File: config.mk
export PLATFORM = sky130hd
export DESIGN_NAME = serial_neg_ctrl
export DESIGN_NICKNAME = d
export VERILOG_FILES = /design/src/rtl/serial_neg_ctrl.sv
export SDC_FILE = /design/constraint.sdc
export NUM_CORES = 1
export LEC_CHECK = 0
export CAP_MARGIN = 20
export CORE_MARGIN = 2
export CORE_UTILIZATION = 50
export CTS_CLUSTER_DIAMETER = 40
export CTS_CLUSTER_SIZE = 12
export DETAILED_ROUTE_END_ITERATION = 10
export PLACE_DENSITY_LB_ADDON = 0.1
export SLEW_MARGIN = 20
export SYNTH_ARGS = -nofsm -noshare
export SYNTH_HDL_FRONTEND = slang
export SYNTH_SLANG_ARGS = --single-unit
File: constraint.sdc
create_clock -name clk -period 3.5 [get_ports clk]
set_input_delay 0.525 -clock clk [delete_from_list [all_inputs] [get_ports clk]]
set_output_delay 0.525 -clock clk [all_outputs]
set_load 0.01 [all_outputs]
File: src/rtl/serial_neg_ctrl.sv
// Feeds a parallel word LSB-first through an external bit-serial
// two's complementer and gathers the serial result into a word.
module serial_neg_ctrl #(
    parameter int W   = 4,
    parameter int LAT = 0
) (
    input  logic         clk,
    input  logic         r,
    input  logic         in_valid,
    input  logic [W-1:0] in_data,
    output logic         in_ready,
    output logic         ser_i,
    output logic         ser_r,
    input  logic         ser_y,
    output logic         out_valid,
    output logic [W-1:0] out_data,
    output logic         out_ovf,
    input  logic         out_ready,
    output logic         busy
);

    localparam int CW = $clog2(W);
    localparam logic [CW-1:0] LAST = CW'(W - 1);
    localparam logic [W-1:0] OVF_PAT = {1'b1, {(W-1){1'b0}}};

    typedef enum logic [2:0] {
        IDLE,
        CLR,
        SHIFT,
        DRAIN,
        DONE
    } state_t;

    state_t        state;
    state_t        state_nxt;
    logic [W-1:0]  sh;
    logic [W-1:0]  acc;
    logic [W-1:0]  acc_nxt;
    logic [CW-1:0] cnt;
    logic          accept;
    logic          cap;
    logic          last;

    always_comb begin
        state_nxt = state;
        in_ready  = 1'b0;
        ser_i     = 1'b0;
        ser_r     = r;
        out_valid = 1'b0;
        cap       = 1'b0;
        last      = (cnt == LAST);
        unique case (state)
            IDLE: begin
                in_ready = 1'b1;
                if (in_valid) state_nxt = CLR;
            end
            CLR: begin
                ser_r     = 1'b1;
                state_nxt = SHIFT;
            end
            SHIFT: begin
                ser_i = sh[0];
                // a registered complementer returns bit 0 one cycle late
                cap   = (LAT == 0) || (cnt != '0);
                if (last) state_nxt = (LAT == 1) ? DRAIN : DONE;
            end
            DRAIN: begin
                cap       = 1'b1;
                state_nxt = DONE;
            end
            DONE: begin
                out_valid = 1'b1;
                if (out_ready) state_nxt = IDLE;
            end
            default: state_nxt = IDLE;
        endcase
        busy    = (state != IDLE);
        accept  = in_ready && in_valid;
        acc_nxt = cap ? {ser_y, acc[W-1:1]} : acc;
    end

    always_ff @(posedge clk) begin
        if (r) begin
            state    <= IDLE;
            sh       <= '0;
            acc      <= '0;
            cnt      <= '0;
            out_data <= '0;
            out_ovf  <= 1'b0;
        end else begin
            state <= state_nxt;
            acc   <= accept ? '0 : acc_nxt;
            if (accept) begin
                sh      <= in_data;
                out_ovf <= (in_data == OVF_PAT);
            end else if (state == SHIFT) begin
                sh <= {1'b0, sh[W-1:1]};
            end
            if (state == SHIFT && !last) cnt <= cnt + 1'b1;
            else cnt <= '0;
            // result word is only published as DONE is entered
            if (state != DONE && state_nxt == DONE) out_data <= acc_nxt;
        end
    end

endmodule

After elaboration in Yosys (flattened, before gate mapping)
Index checks and enable logic that the tools add are counted.

Flip-flop bits (word level): 18. Input port bits: 9. Output and inout port bits: 10. Logic and storage cells: 38.

Add/sub/neg operators: 1. Equality and inequality tests: 8. Mux-type cells: 12. Bitwise gates (word level): 1. Reduce and logical (&&, ||, !) cells: 10.

Operator list (count): 3-bit case mux with 5 select lines (1); 4-bit 2-to-1 mux (3); 3-bit 2-to-1 mux (3); 3-bit by 2-bit == test with 1-bit output, second input constant (2); 3-bit == test, second input constant (2); 2-bit OR reduction (3); 1-bit 2-to-1 mux (5); 4-bit == test, second input constant (1); 3-bit by 1-bit == test with 1-bit output, second input constant (1); 1-bit logical AND (3); 3-bit logical NOT (1); 3-bit != test, second input constant (1); 3-bit nonzero test (1); 2-bit by 1-bit adder with 2-bit output, second input constant (1); 2-bit == test, second input constant (1); 2-bit nonzero test (1); 1-bit logical NOT (1); 1-bit inverter (1).

Depth between registers and ports, before layout
Depth after elaboration: 5. Gate-level depth with buffers: 4. Depth with buffers taken out: 4.

Least setup slack after synthesis
No wires, ideal clock.

Kind: input to output. From: input r. To: output ser_r. Arrival: 1.166 ns. Required time: 2.975 ns. Setup slack: 1.809 ns. Stages: 3. Path buffers: 2. Cells stage by stage: buf_2 buf_1 o21bai_1.

Word-level cells in the longest chain between the ends: 1.

Ends and longest elaborated chain: start, declared (line 8) `input logic r,`; 1-bit 2-to-1 mux (line 52) `unique case (state)`; end, declared (line 13) `output logic ser_r,`.

Every way passes these cells.

Final worst setup path
Same ends and word-level chain as after synthesis.

==> results.cfg <==
[run_status]
status = complete, no violations

[synth]
postSynthAreaPerCell_um2 = 9.23
ys_warn_count = 0
synth_top_area_share_pct = 43.4
syn-num-nets = 95
ys_ff_latch = 17
synth_edf_count = 0
synth_flop_cell = dfxtp_1
synth_cells = 85
synthesis.area_um2 = 785
synth_area_leaders = dfxtp_1, o32ai_2, a21oi_1
ys_types = 28
yosysSeqAreaShare_pct = 43.4
synthArstFlopShare_pct = 0
yosys.area.top_type = dfxtp_1

[place]
pre_cts_ws_ps = 1100
gp_congestion = 0.774
dp_hpwl_um = 1040
numPortBuffers = 18

[worst_setup_path]
crit_arrival_ps = 1870
critPathTopFamily = buffers and inverters
worst-r2r-setup-slack_ps = 1990
crit_slowest_cell = clkdlybuf4s50_1
timing.rr.end = out_data[3]
crit_top_cell = clkdlybuf4s50_1
reg2reg_from = state[1]
path_cells = clkdlybuf4s50_1 > buf_4 > o21bai_1 > clkdlybuf4s50_1
crit_fanout = 19
crit_path_max_incr_delay_ps = 540
required_ps = 2970
setup.worst_path.start_class = input port
critical_path_class = input port to output pin
cp-end-kind = output pin
worst_r2r_path_depth = 3
cp.buffers_inverters = 3

[floorplan]
die_area_mm2 = 0.00190
die_y_um = 43.6
die_x_um = 43.6
core_area_mm2 = 0.00149
rows = 14
start_util_pct = 52.7
io-pin-count = 19

[cts]
tritoncts = done
cts_buffers = 3
post-cts-setup-buffer-count = 0
cts_sinks = 17
cts_htree_levels = 1
holdBufCountCts = 0
clkTransAtPathRegs_ps = 100
clockRootBuffer = clkbuf_4
clkLatencyLatePin_ps = 290
cts_max_path_buffers = 2
post_cts_resized = 0

[timing]
rsz0062_at_grt = false
relSlewSlack_pct = 65.3
setup_slack_ps = 1100
slew_violations = 0
tightest_slew_ps = 520
fmax_mhz = 417
fin_crit_sh_pct = 68.5
clock-skew-final_ps = 6.73
finalCriticalPeriod_ps = 2400
final.setup.tns_ps = 0
hold_viol = 0
finalSetupViolCount = 0

[routing]
totalWireLength_um = 1430
vias = 647
drtIter0Drc = 9
via_per_inst = 5.44
wl_per_cell_um = 12.0
drtPass1Iterations = 4
drc = 0
ant_nets = 0

[min_path]
hold_start = cnt[0]
min_path_cells = 1
hp-class = flop to flop
min_to = cnt[0]

[final_layout]
finalCoreUtilization_pct = 66.3
layout.nets = 114
fill_cells = 128
syn_to_final_growth_pct = 25.8
final_layout_size_suffix_gt1_share_pct = 12.6
antenna_cells = 0

[power_and_ir_drop]
p_leak_nw = 0.359
power_uw = 376
pwr_density_cell_mw_per_mm2 = 380
ir_drop_uv = 254

[grt]
grt_pass1_wl_um = 2370
grt_max_degree = 20
antenna_found_initial = 0
grt_pass1_vias = 547
grt-ovfl-total = 0
gr-usage-all-layers_pct = 16.7

[run]
cap_violations = 0
final cells by class:
class | instances | area [um^2] | share of cell area, %
flip-flops and latches | 17 | 340 | 34.5
multi-input cells | 61 | 404 | 40.9
inverters | 2 | 7.51 | 0.760
clock inverters | 1 | 5.00 | 0.507
repair buffers | 19 | 188 | 19.0
clock buffers | 3 | 22.5 | 2.28
well taps | 16 | 20.0 | 2.03
routing by layer:
| layer | GRT usage, % | routed length [um] |
|---|---|---|
| met1 | 25.3 | 751 |
| met2 | 22.4 | 620 |
| met3 | 3.75 | 45 |
| met4 | 7.27 | 11 |
| met5 | 0 | 0 |
stage by stage:
step | instance area [um^2] | hold WS [ps] | std cells
after floorplan | 785 | 404 | 85
after global placement | 960 | 412 | 115
after detailed placement | 960 | 421 | 115
after CTS | 987 | 435 | 119
after global routing | 987 | 454 | 119
final | 987 | 430 | 119
cell families (layout without fill, tap and decap cells):
family	count (synthesis)	after routing	share of synthesized area [%]
AND/OR/NAND/NOR	37	37	28.4
AO/OA/AOI/OAI	22	22	20.3
multiplexers	1	1	1.28
flip-flops	17	17	43.4
buffers and inverters	7	25	5.10
adder cells (fa/ha/maj)	1	1	1.59
cells in the final DEF (no fill, tap or decap), types with 2 or more instances in the layout:
master and n:
o21ai_0 5, or2_2 2, nor2_1 6, nand2_1 9, nand3_1 4, a22oi_1 4
nor4b_1 2, a21oi_1 8, nand2b_1 5, dfxtp_1 17, nor2b_1 3, o32ai_2 3
clkbuf_4 3, clkdlybuf4s50_1 18, inv_1 2
how the worst max path moves through the flow:
stage | start | to | slack [ps] | cells after the start
floorplan | r | ser_r | 1810 | 3
detailed placement | r | ser_r | 1100 | 4
CTS | r | ser_r | 1100 | 4
global route | state[2] | busy | 1030 | 4
global placement | r | ser_r | 1110 | 4
finish | r | ser_r | 1100 | 4
report_power, final:
part           total (mW)  switching, mW  leakage [nW]  internal, mW
logic              0.0629         0.0299         0.203        0.0330
clock network       0.104         0.0614        0.0177        0.0424
registers           0.209        0.00871         0.138         0.200
synthesized netlist by cell type (2+ instances only):
| cell type | instances |
|---|---|
| a22oi_1 | 4 |
| o32ai_2 | 3 |
| inv_1 | 2 |
| nor2_1 | 6 |
| a21oi_1 | 8 |
| or2_2 | 2 |
| o21ai_0 | 5 |
| nand2_1 | 9 |
| dfxtp_1 | 17 |
| nand3_1 | 4 |
| nand2b_1 | 5 |
| nor4b_1 | 2 |
| nor2b_1 | 3 |
flip-flops by register name (all words and copies together) (netlist names):
name,flops
out_ovf,1
out_data,4
cnt,2
state,3
sh,4
acc,3
(Power assumes the default switching activity.)
